[config.mk]
export PLATFORM = sky130hd
export DESIGN_NAME = multicycle_control
export DESIGN_NICKNAME = d
export VERILOG_FILES = /design/src/rtl/multicycle_control.sv
export SDC_FILE = /design/constraint.sdc
export NUM_CORES = 1
export LEC_CHECK = 0
export CAP_MARGIN = 5
export CORE_MARGIN = 8
export CORE_UTILIZATION = 25
export CTS_CLUSTER_DIAMETER = 60
export CTS_CLUSTER_SIZE = 24
export DETAILED_ROUTE_END_ITERATION = 10
export GPL_TIMING_DRIVEN = 0
export SLEW_MARGIN = 30
export SYNTH_ARGS = -nofsm -noshare
export SYNTH_HDL_FRONTEND = slang
export SYNTH_SLANG_ARGS = --single-unit
[constraint.sdc]
create_clock -name clk -period 1.5 [get_ports clk]
set_input_delay 0.15 -clock clk [delete_from_list [all_inputs] [get_ports clk]]
set_output_delay 0.15 -clock clk [all_outputs]
set_load 0.1 [all_outputs]
[src/rtl/multicycle_control.sv]
// multicycle_control
//   Multi-cycle RISC-V control sequencer. Each instruction walks through
//   FETCH -> DECODE -> EXEC -> [MEM] -> [WBACK] and this block drives the
//   shared datapath enables and mux selects for every step.
//
//   Parameter
//     MEM_WAIT  extra cycles a data-memory access occupies (0..15)
//
//   Ports
//     clk      in   rising-edge clock
//     rst      in   asynchronous active-high reset
//     OPCode   in   [6:0] opcode from IR, valid from the DECODE cycle on
//     Zero     in   ALU zero flag, used in EXEC for branches
//     PCWrite  out  PC load enable
//     PCsrc    out  0 = PC+4, 1 = PC+imm
//     IRWrite  out  instruction register load enable
//     EnW      out  register-file write enable
//     IMMSel   out  [1:0] 00 = I, 01 = S, 10 = B
//     ALUsrc   out  0 = rs2, 1 = immediate
//     RAMW     out  data-memory write strobe
//     RAMR     out  data-memory read enable
//     WB       out  write-back select, 0 = ALU, 1 = RAM
//     state    out  [2:0] current state code (debug)
//     trap     out  illegal opcode trapped
//
//   Build option
//     CTRL_ILLEGAL_TRAP_EN  unknown opcodes enter a sticky TRAP state;
//                           otherwise they retire as a NOP and trap is 0.
module multicycle_control #(
  parameter int unsigned MEM_WAIT = 0
) (
  input  logic       clk,
  input  logic       rst,
  input  logic [6:0] OPCode,
  input  logic       Zero,
  output logic       PCWrite,
  output logic       PCsrc,
  output logic       IRWrite,
  output logic       EnW,
  output logic [1:0] IMMSel,
  output logic       ALUsrc,
  output logic       RAMW,
  output logic       RAMR,
  output logic       WB,
  output logic [2:0] state,
  output logic       trap
);

  localparam logic [2:0] st_fetch  = 3'd0;
  localparam logic [2:0] st_decode = 3'd1;
  localparam logic [2:0] st_exec   = 3'd2;
  localparam logic [2:0] st_mem    = 3'd3;
  localparam logic [2:0] st_wback  = 3'd4;
  localparam logic [2:0] st_trap   = 3'd7;

  localparam logic [6:0] op_r = 7'b0110011;
  localparam logic [6:0] op_i = 7'b0010011;
  localparam logic [6:0] op_s = 7'b0100011;
  localparam logic [6:0] op_l = 7'b0000011;
  localparam logic [6:0] op_b = 7'b1100011;

  localparam logic [3:0] mem_wait_c = 4'(MEM_WAIT);

  logic [2:0] state_q, state_d;
  logic [6:0] op_q;
  logic [3:0] cnt_q;

  logic is_r, is_i, is_s, is_l, is_b;
  logic live_known;
  logic mem_last;

  logic pcwrite_c, pcsrc_c, irwrite_c, enw_c, alusrc_c, ramw_c, ramr_c, wb_c, trap_c;
  logic [1:0] immsel_c;

  // Post-DECODE decisions use only the latched opcode.
  assign is_r = (op_q == op_r);
  assign is_i = (op_q == op_i);
  assign is_s = (op_q == op_s);
  assign is_l = (op_q == op_l);
  assign is_b = (op_q == op_b);

  assign live_known = (OPCode == op_r) || (OPCode == op_i) || (OPCode == op_s) ||
                      (OPCode == op_l) || (OPCode == op_b);

  assign mem_last = (cnt_q == mem_wait_c);

  always_ff @(posedge clk or posedge rst) begin
    if (rst) begin
      state_q <= st_fetch;
      op_q    <= 7'd0;
      cnt_q   <= 4'd0;
    end else begin
      state_q <= state_d;
      if (state_q == st_decode) begin
        op_q <= OPCode;
      end
      // Holding on the final MEM cycle keeps the counter from wrapping at 15.
      if (state_q == st_exec) begin
        cnt_q <= 4'd0;
      end else if (state_q == st_mem && !mem_last) begin
        cnt_q <= cnt_q + 4'd1;
      end
    end
  end

  always_comb begin
    state_d   = state_q;
    pcwrite_c = 1'b0;
    pcsrc_c   = 1'b0;
    irwrite_c = 1'b0;
    enw_c     = 1'b0;
    immsel_c  = 2'b00;
    alusrc_c  = 1'b0;
    ramw_c    = 1'b0;
    ramr_c    = 1'b0;
    wb_c      = 1'b0;
    trap_c    = 1'b0;
    case (state_q)
      st_fetch: begin
        irwrite_c = 1'b1;
        state_d   = st_decode;
      end
      st_decode: begin
        if (live_known) begin
          state_d = st_exec;
        end else begin
`ifdef CTRL_ILLEGAL_TRAP_EN
          state_d = st_trap;
`else
          // Unknown opcode retires as a NOP.
          pcwrite_c = 1'b1;
          state_d   = st_fetch;
`endif
        end
      end
      st_exec: begin
        alusrc_c = is_i | is_s | is_l;
        immsel_c = is_s ? 2'b01 : (is_b ? 2'b10 : 2'b00);
        if (is_r || is_i) begin
          state_d = st_wback;
        end else if (is_s || is_l) begin
          state_d = st_mem;
        end else begin
          pcwrite_c = is_b;
          pcsrc_c   = is_b & Zero;
          state_d   = st_fetch;
        end
      end
      st_mem: begin
        alusrc_c = 1'b1;
        immsel_c = is_s ? 2'b01 : 2'b00;
        ramr_c   = is_l;
        if (mem_last) begin
          if (is_s) begin
            ramw_c    = 1'b1;
            pcwrite_c = 1'b1;
            state_d   = st_fetch;
          end else begin
            state_d = st_wback;
          end
        end
      end
      st_wback: begin
        enw_c     = 1'b1;
        wb_c      = is_l;
        pcwrite_c = 1'b1;
        state_d   = st_fetch;
      end
      st_trap: begin
`ifdef CTRL_ILLEGAL_TRAP_EN
        trap_c  = 1'b1;
        state_d = st_trap;
`else
        state_d = st_fetch;
`endif
      end
      default: state_d = st_fetch;
    endcase
  end

  // Reset masks every output, including the Zero-driven PCsrc path.
  always_comb begin
    PCWrite = pcwrite_c & ~rst;
    PCsrc   = pcsrc_c & ~rst;
    IRWrite = irwrite_c & ~rst;
    EnW     = enw_c & ~rst;
    IMMSel  = rst ? 2'b00 : immsel_c;
    ALUsrc  = alusrc_c & ~rst;
    RAMW    = ramw_c & ~rst;
    RAMR    = ramr_c & ~rst;
    WB      = wb_c & ~rst;
    trap    = trap_c & ~rst;
    state   = state_q;
  end

endmodule
After elaboration in Yosys (flattened, before gate mapping). Cells that the tools add are included.

Memories: 0. Flip-flop bits (word level): 14. ROM bits: 0. Bits in writable memories: 0. Bits in latches: 0.

Add/subtract/negate cells: 1. Bitwise logic cells: 12. Equality and inequality tests: 15. Shifts and indexed selects: 0. Mux-type cells: 28. Div/mod/pow operators: 0. Magnitude comparators: 0. Reduce and logical (&&, ||, !) cells: 11. Multiply operators: 0.

Operator list (count): == test 7 x 6 -> 1 bit, second input constant (4); == test 7 x 2 -> 1 bit, second input constant (2); == test 7 x 5 -> 1 bit, second input constant (2); == test 7 bit, second input constant (2); 2-to-1 mux 1 bit (14); case mux 3 bit (4 select lines) (1); 2-to-1 mux 2 bit (5); bitwise AND 1 bit (9); 2-to-1 mux 3 bit (3); 2-to-1 mux 4 bit (2); == test 3 x 2 -> 1 bit, second input constant (2); logical OR 1 bit (6); adder 4 x 1 -> 4 bit, second input constant (1); logical NOT 4 bit (1); case mux 1 bit (4 select lines) (1); case mux 2 bit (2 select lines) (1); == test 3 x 1 -> 1 bit, second input constant (1); == test 3 bit, second input constant (1); logical NOT 3 bit (1); != test 2 bit, second input constant (1); OR 1 bit (2); case mux 1 bit (2 select lines) (1); nonzero test 2 bit (1); logical AND 1 bit (1); 2 further kinds (2).

Logic depth before layout (Yosys ltp). Gate-level depths: netlist of the first run.

Word-level depth: 8. Mapped depth: 6.

Worst setup path after synthesis of the first run. OpenSTA, ideal clock, no wires.

Kind: flip-flop to output port. Start point: register state_q[1] (netlist: state[1]). End point: output port WB. Cell stages (with the launch flop): 4. Path slack: -5252 ps. Arrival: 6602 ps. Cells stage by stage: dfrtp_1 clkbuf_1 nor4b_1 nor3b_1.

Word-level cells in the longest chain between the ends: 3.

RTL lines: start: declaration (line 64) `logic [2:0] state_q, state_d;`; start signal: assignment (line 89) `state_q <= st_fetch;`; start signal: assignment (line 93) `state_q <= state_d;`; == test 3 bit (line 118) `case (state_q)`; 2-to-1 mux 1 bit (line 118); bitwise AND 1 bit (line 191) `WB = wb_c & ~rst;`; end: declaration (line 44) `output logic WB,`.

Every way passes these cells.

Worst setup path in the final report of the first run.
Start point: register state_q[2] (netlist: state[2]). End point: output port PCWrite.

Word-level cells in the longest chain between the ends: 3. Elaborated cells on any way between the ends: 6.

RTL lines: == test 3 bit (tied with other cells) (line 118); case mux 1 bit (4 select lines) * (line 118); bitwise AND 1 bit * (line 183) `PCWrite = pcwrite_c & ~rst;`; end: declaration (line 36) `output logic PCWrite,`.

Mark *: on every way between the ends. The rest lies on a longest branch, timed or not.

==> results of run 1 <==
[routing by layer]
layer / wire length, um / part of all wire / global-route usage
met1: 1190 / 0.43 / 0.109
met2: 1400 / 0.50 / 0.153
met3: 164 / 0.059 / 0.0186
met4: 40 / 0.014 / 0.0522
met5: 0 / 0 / 0
[flip-flops by register name, summed over array words and instances (netlist names)]
name	count
state	3
cnt_q	4
op_q	7
[synthesized netlist by cell type]
cell | number | area share
sky130_fd_sc_hd__dfrtp_1 | 14 | 0.40
sky130_fd_sc_hd__a2111oi_4 | 1 | 0.032
sky130_fd_sc_hd__a21oi_1 | 2 | 0.011
sky130_fd_sc_hd__nand2b_1 | 6 | 0.043
sky130_fd_sc_hd__nand3_1 | 2 | 0.011
sky130_fd_sc_hd__a211oi_1 | 1 | 0.0086
sky130_fd_sc_hd__clkbuf_1 | 3 | 0.013
sky130_fd_sc_hd__or3_1 | 1 | 0.0072
sky130_fd_sc_hd__nor2b_1 | 1 | 0.0072
sky130_fd_sc_hd__nand2b_4 | 1 | 0.016
sky130_fd_sc_hd__ha_1 | 2 | 0.029
sky130_fd_sc_hd__or4_1 | 1 | 0.0086
sky130_fd_sc_hd__and3_1 | 1 | 0.0072
sky130_fd_sc_hd__nor4_2 | 2 | 0.029
sky130_fd_sc_hd__nand2_1 | 8 | 0.034
sky130_fd_sc_hd__and3b_1 | 1 | 0.010
sky130_fd_sc_hd__mux2_2 | 7 | 0.091
sky130_fd_sc_hd__conb_1 | 1 | 0.0043
sky130_fd_sc_hd__or3b_1 | 1 | 0.010
sky130_fd_sc_hd__nor2_1 | 2 | 0.0086
sky130_fd_sc_hd__nor4_4 | 1 | 0.024
sky130_fd_sc_hd__o311ai_1 | 2 | 0.020
sky130_fd_sc_hd__buf_4 | 1 | 0.0086
sky130_fd_sc_hd__nor4_1 | 2 | 0.014
sky130_fd_sc_hd__o22ai_1 | 1 | 0.0072
sky130_fd_sc_hd__mux2i_1 | 2 | 0.023
sky130_fd_sc_hd__nand4_1 | 1 | 0.0072
sky130_fd_sc_hd__nor3b_1 | 1 | 0.0086
sky130_fd_sc_hd__o21ai_0 | 4 | 0.023
sky130_fd_sc_hd__nor2_2 | 1 | 0.0072
sky130_fd_sc_hd__inv_1 | 5 | 0.022
sky130_fd_sc_hd__or4_4 | 1 | 0.013
sky130_fd_sc_hd__or2_1 | 1 | 0.0072
sky130_fd_sc_hd__nor4b_1 | 2 | 0.020
sky130_fd_sc_hd__nor3_1 | 2 | 0.011
[layout make-up]
| type | count | share of cell area |
|---|---|---|
| repair buffers | 51 | 0.308 |
| multi-input cells | 62 | 0.395 |
| flip-flops and latches | 14 | 0.207 |
| well taps | 46 | 0.0328 |
| clock buffers | 4 | 0.0207 |
| plain buffers | 4 | 0.0249 |
| inverters | 5 | 0.0107 |
[stage by stage]
| stage | std cells | setup slack [ns] | hold WS, ns | setup TNS [ns] | utilization |
|---|---|---|---|---|---|
| after floorplan | 85 | -1.56 | 0.302 | -10.44 | - |
| after global placement | 152 | -1.43 | 0.476 | -11.59 | 0.381 |
| after detailed placement | 152 | -1.46 | 0.472 | -11.81 | 0.381 |
| after CTS | 174 | -0.603 | 0.217 | -4.69 | 0.479 |
| after global routing | 186 | -0.712 | 0.270 | -6.32 | 0.526 |
| final | 186 | -0.653 | 0.208 | -5.10 | 0.526 |
[power by group]
part / leakage, nW / internal (mW) / switching [mW]
Sequential: 0.170 / 0.506 / 0.144
Clock: 0.0210 / 0.148 / 0.136
Combinational: 0.549 / 0.693 / 0.725
Total: 0.741 / 1.35 / 1.00
[path summary, 6_finish.rpt]
path	slack, ns	to	startpoint	cells after the start
worst max-delay path	-0.65	PCWrite	state[2]	5
max in group asynchronous	0.88	state[0]	rst	2
worst max register to register	-0.04	state[1]	op_q[0]	7
worst min register to register	0.49	cnt_q[3]	cnt_q[3]	1
worst min-delay path	0.21	state[2]	rst	2
min in group clk	0.49	cnt_q[3]	cnt_q[3]	1
[worst register-to-register path, delay by kind of cell, from the launching register on]
kind,cells,cell delay (ns)
AOI/OAI and AO/OA,1,0.21
buffers and inverters,3,0.45
DFF,1,0.37
and+or+nand+nor,3,0.42
[cells by family (layout without fill, tap and decap cells)]
| family | Yosys count | count (layout) |
|---|---|---|
| AO/OA/AOI/OAI | 11 | 11 |
| adder cells (fa/ha/maj) | 2 | 2 |
| buffers and inverters | 9 | 64 |
| flip-flops | 14 | 14 |
| multiplexers | 9 | 9 |
| other | 1 | 1 |
| AND/OR/NAND/NOR | 39 | 39 |
[what timing repair did]
action | in CTS | in global routing
resized for setup | 111 | 19
setup endpoints to repair | 21 | 23
buffers inserted | 18 | 12
hold endpoints to repair | 0 | 0
pin swaps | 9 | 6
==> results.sh, run 1 <==
export IMPL_cts_hold_fix_buffers=0
export IMPL_slowest_stage="sky130_fd_sc_hd__dfrtp_4"
export IMPL_critPathTopFamily="simple AND/OR/NAND/NOR gates"
export IMPL_grt_start_max_net_pins=15
export IMPL_dominant_combinational_cell_family_by_area_after_synthesis="simple AND/OR/NAND/NOR gates"
export IMPL_wl_per_cell_um=15.0
export IMPL_rows=21
export IMPL_parity_gate_share_of_the_synthesized_area_counting_xor_and_xnor_cells=0
export IMPL_finalNetCount=153
export IMPL_routed_via_density=4.67
export IMPL_syn_num_nets=97
export IMPL_crit_chain="nand2b_4, or3b_4, nor4_4, or4_4, buf_12"
export IMPL_clock_root_buffer="sky130_fd_sc_hd__clkbuf_4"
export IMPL_finish_instance_area_um2=1760
export IMPL_syn2layout_area_growth_pct=102
export IMPL_criticalPathCategory="flop to output pin"
export IMPL_grt_overflow_total=0
export IMPL_htree_levels=1
export IMPL_core_area_um2=3340
export IMPL_place_congestion=0.743
export IMPL_cellLeakagePower_nw=0.741
export IMPL_clk_latency_ns=0.29
export IMPL_first_global_vias=806
export IMPL_boundaryPins=24
export IMPL_timing_critical_path_from_type="flop"
export IMPL_ys_ff_latch=14
export IMPL_port_buffer_count=21
export IMPL_grt_pass1_wl_um=3880
export IMPL_seq_area_um2=364
export IMPL_n_fill_cell=279
export IMPL_max_freq_mhz=464
export IMPL_post_synth_and_or_nand_nor_area_fraction=0.306
export IMPL_die_y_um=75.0
export IMPL_yosysWarnings=0
export IMPL_timing_slew_headroom=0.537
export IMPL_period_needed_ns=2.15
export IMPL_setup_viol_count_final=13
export IMPL_drc=0
export IMPL_cp_arrival_ns=2.00
export IMPL_timing_final_crit_share=1.44
export IMPL_layout_commonest_cell="sky130_fd_sc_hd__buf_4"
export IMPL_grt_util_all_layers=0.0928
export IMPL_post_synthesis_cell_area_um2=871
export IMPL_clk_buf_depth=2
export IMPL_layout_drive_gt1_share=0.636
export IMPL_postRouteWirelength_um=2790
export IMPL_max_cap_violations=0
export IMPL_clock_buffers_created_by_tritoncts=3
export IMPL_clock_skew_final_ns=0.00549
export IMPL_placed_cell_area_um2=1270
export IMPL_cts_sinks=14
export IMPL_post_route_worst_setup_slack_ns=-0.653
export IMPL_synth_adder_area_share=0.0287
export IMPL_number_of_vias_after_detailed_routing=868
export IMPL_detailedRoute_firstIterationViolations=14
export IMPL_muxShareOfSynthArea=0.114
export IMPL_violations="negative setup slack"
export IMPL_antenna_found_initial=0
export IMPL_chipWidth_um=75.0
export IMPL_synth_seq_area_share=0.402
export IMPL_synthesized_area_divided_by_synthesized_cell_count_um2=10.2
export IMPL_worst_setup_hold_path_clk_slew_ns=0.09
export IMPL_critical_path_max_stage_delay_ns=0.49
export IMPL_drt_pass1_iterations=4
export IMPL_final_cell_mix="sky130_fd_sc_hd__buf_4 (24), sky130_fd_sc_hd__dfrtp_1 (9), sky130_fd_sc_hd__buf_6 (9), sky130_fd_sc_hd__clkdlybuf4s50_1 (8), sky130_fd_sc_hd__buf_12 (8)"
export IMPL_grt_setup_unrepaired="true"
export IMPL_synthesized_area_fraction_occupied_by_ao_oa_aoi_and_oai_cells=0.102
export IMPL_totalPowerFinal_mw=2.35
export IMPL_tritoncts="done"
export IMPL_worstPathMaxFanout=3
export IMPL_floorplan_die_area_um2=5630
export IMPL_buffer_and_inverter_count_on_the_worst_path=1
export IMPL_critPathCaptureType="output pin"
export IMPL_hpwl_um=1720
export IMPL_slew_viol_final=0
export IMPL_multi_input_comb_area_um2=694
export IMPL_tightestPinTransition_ns=0.695
export IMPL_netlist_instances=85
export IMPL_ir_worst_vdd_v=0.000393
export IMPL_power_density_nw_per_um2=1340
export IMPL_synth_distinct_cells=35
export IMPL_antenna_cells=0
export IMPL_min_path_type="primary input to async pin"
export IMPL_worst_endpoint_required_ns=1.35
export IMPL_final_hold_violation_count=0
export IMPL_result_of_the_run="finished with violations"
export IMPL_post_route_antenna_net_violation_count=0
export IMPL_initial_cell_density_of_the_core=0.261
Power figures use the tool's default switching activity.
==> run 2, diff against run 1 <==
--- a/config.mk
+++ b/config.mk
@@ -7,11 +7,12 @@
 export LEC_CHECK = 0
 export CAP_MARGIN = 5
 export CORE_MARGIN = 8
-export CORE_UTILIZATION = 25
+export CORE_UTILIZATION = 42
 export CTS_CLUSTER_DIAMETER = 60
 export CTS_CLUSTER_SIZE = 24
 export DETAILED_ROUTE_END_ITERATION = 10
 export GPL_TIMING_DRIVEN = 0
+export PLACE_DENSITY = 0.74
 export SLEW_MARGIN = 30
 export SYNTH_ARGS = -nofsm -noshare
 export SYNTH_HDL_FRONTEND = slang
==> run 2 against run 1 <==
The flow still finishes with violations (negative setup slack). Critical path depth grew 1. Combinational power is essentially flat. Clock-buffer cell count is the same. Non-clock buffer count shrank 9. Die area shrank 33%. Clock power grew 5%. Maximum frequency grew 1.6%. Worst setup slack gained 0.034 ns.
==> results.sh, run 2 (synthesis results as in run 1) <==
export IMPL_result_of_the_run="finished with violations"
export IMPL_violations="negative setup slack"
export IMPL_clock_root_buffer="sky130_fd_sc_hd__clkbuf_4"
export IMPL_drt_pass1_iterations=4
export IMPL_ir_worst_vdd_v=0.00110
export IMPL_placement_setup_worst_slack_ns=-1.41
export IMPL_cp_arrival_ns=1.97
export IMPL_finalNetCount=144
export IMPL_grt_overflow_total=0
export IMPL_criticalPathCategory="primary input to output pin"
export IMPL_totalPowerFinal_mw=2.34
export IMPL_number_of_vias_after_detailed_routing=892
export IMPL_n_fill_cell=98
export IMPL_origin_of_the_critical_flop_to_flop_path="op_q[2]"
export IMPL_routed_via_density=5.65
export IMPL_regMostFlops="op_q"
export IMPL_htree_levels=1
export IMPL_power_density_nw_per_um2=1380
export IMPL_placed_cell_area_um2=1250
export IMPL_layout_commonest_cell="sky130_fd_sc_hd__buf_4"
export IMPL_max_freq_mhz=472
export IMPL_grt_setup_unrepaired="true"
export IMPL_place_congestion=0.795
export IMPL_drt_met1_wl_um=1220
export IMPL_met3_length_um=126
export IMPL_clk_latency_ns=0.30
export IMPL_max_reg_flops=7
export IMPL_drc=0
export IMPL_cts_sinks=14
export IMPL_grt_util_all_layers=0.148
export IMPL_top_layer_used="met4"
export IMPL_ff_to_ff_path_depth=7
export IMPL_boundaryPins=24
export IMPL_final_cell_mix="sky130_fd_sc_hd__buf_4 (14), sky130_fd_sc_hd__dfrtp_1 (10), sky130_fd_sc_hd__buf_12 (9), sky130_fd_sc_hd__buf_6 (9), sky130_fd_sc_hd__clkdlybuf4s50_1 (8)"
export IMPL_timing_final_crit_share=1.41
export IMPL_worst_endpoint_required_ns=1.35
export IMPL_die_y_um=61.5
export IMPL_antenna_cells=0
export IMPL_detailedRoute_firstIterationViolations=50
export IMPL_core_area_um2=1960
export IMPL_utilization=0.864
export IMPL_slew_viol_final=0
export IMPL_max_cap_violations=0
export IMPL_timing_reg2reg_setup_slack_ns=-0.21
export IMPL_tightestPinTransition_ns=0.750
export IMPL_clock_skew_final_ns=0.00234
export IMPL_hpwl_um=1650
export IMPL_timing_rr_end="state[2]"
export IMPL_antenna_found_initial=0
export IMPL_finish_instance_area_um2=1690
export IMPL_tritoncts="done"
export IMPL_clock_buffers_created_by_tritoncts=3
export IMPL_critPathCaptureType="output pin"
export IMPL_post_route_antenna_net_violation_count=0
export IMPL_syn2layout_area_growth_pct=94.5
export IMPL_first_global_vias=878
export IMPL_timing_critical_path_from_type="primary input"
export IMPL_fin_worst_hold_slack_ns=0.233
export IMPL_grt_start_max_net_pins=15
export IMPL_postRouteWirelength_um=3200
export IMPL_final_hold_violation_count=0
export IMPL_worstPathMaxFanout=2
export IMPL_floorplan_die_area_um2=3790
export IMPL_initial_cell_density_of_the_core=0.444
export IMPL_port_buffer_count=21
export IMPL_chipWidth_um=61.5
export IMPL_layout_drive_gt1_share=0.611
export IMPL_cellLeakagePower_nw=0.708
export IMPL_grt_pass1_wl_um=4090
export IMPL_setup_viol_count_final=13
export IMPL_timing_slew_headroom=0.500
export IMPL_wl_per_cell_um=20.3
export IMPL_rows=16
export IMPL_dr_wl_met2_um=1760
export IMPL_clk_buf_depth=2
export IMPL_period_needed_ns=2.12
export IMPL_post_route_worst_setup_slack_ns=-0.619
export IMPL_min_path_type="primary input to async pin"
export IMPL_worst_setup_hold_path_clk_slew_ns=0.10
==> run 2: cell type report <==
| class | instances | area, um2 | share of cell area |
|---|---|---|---|
| Timing Repair Buffer | 42 | 487 | 0.287 |
| Multi-Input combinational cell | 62 | 706 | 0.417 |
| Inverter | 5 | 18.8 | 0.0111 |
| Clock buffer | 4 | 36.3 | 0.0214 |
| Tap cell | 27 | 33.8 | 0.0199 |
| Buffer | 4 | 50.0 | 0.0295 |
| Sequential cell | 14 | 363 | 0.214 |
==> run 2: metrics by stage <==
stage,TNS (ns),cells
6_report,-5.31,158
5_1_grt,-6.16,158
4_1_cts,-4.14,150
3_5_place_dp,-11.69,133
3_3_place_gp,-11.56,133
2_1_floorplan,-10.44,85
==> run 2: report_power, final <==
group / internal, mW / leakage (nW) / switching [mW] / total [mW]
clock network: 0.148 / 0.0210 / 0.148 / 0.296
registers: 0.503 / 0.171 / 0.147 / 0.650
logic: 0.651 / 0.515 / 0.744 / 1.40
total: 1.30 / 0.708 / 1.04 / 2.34
==> run 2: what timing repair did <==
action / in CTS / in global routing
buffers inserted: 13 / 8
hold buffers: 0 / 0
pin swaps: 8 / 5
gates resized for setup: 104 / 24
endpoints found under the hold margin: 0 / 0
setup endpoints to repair: 20 / 21
==> run 2: worst max-delay path, stage by stage <==
cell and delay, ns:
sky130_fd_sc_hd__clkdlybuf4s50_1 0.47, sky130_fd_sc_hd__nand2_1 0.10, sky130_fd_sc_hd__a2111oi_4 0.39, sky130_fd_sc_hd__nor4_1 0.11
sky130_fd_sc_hd__or4_4 0.57, sky130_fd_sc_hd__buf_12 0.18
==> run 2: worst max path at each step <==
stage                     startpoint  slack, ns  cells after the start  endpoint
after detailed placement     op_q[5]      -1.41                      5     PCsrc
after floorplan             state[1]      -1.56                      3        WB
after global routing         op_q[4]      -0.69                      5   PCWrite
after global placement       op_q[5]      -1.41                      5     PCsrc
final                      OPCode[1]      -0.62                      6   PCWrite
after CTS                    op_q[5]      -0.58                      5     PCsrc
==> run 2: routing by layer <==
| layer | GRT usage | vias up |
|---|---|---|
| met5 | 0 | - |
| met3 | 0.0397 | 10 |
| met2 | 0.272 | 32 |
| met1 | 0.154 | 450 |
| met4 | 0.0617 | 0 |
| li1 | - | 400 |
==> run 3, diff against run 2 <==
--- a/config.mk
+++ b/config.mk
@@ -11,6 +11,7 @@
 export CTS_CLUSTER_DIAMETER = 60
 export CTS_CLUSTER_SIZE = 24
 export DETAILED_ROUTE_END_ITERATION = 10
+export GPL_ROUTABILITY_DRIVEN = 0
 export GPL_TIMING_DRIVEN = 0
 export PLACE_DENSITY = 0.74
 export SLEW_MARGIN = 30
==> results of run 3 <==
Same layout as run 2: the final DEF is identical, and so are final timing and power.
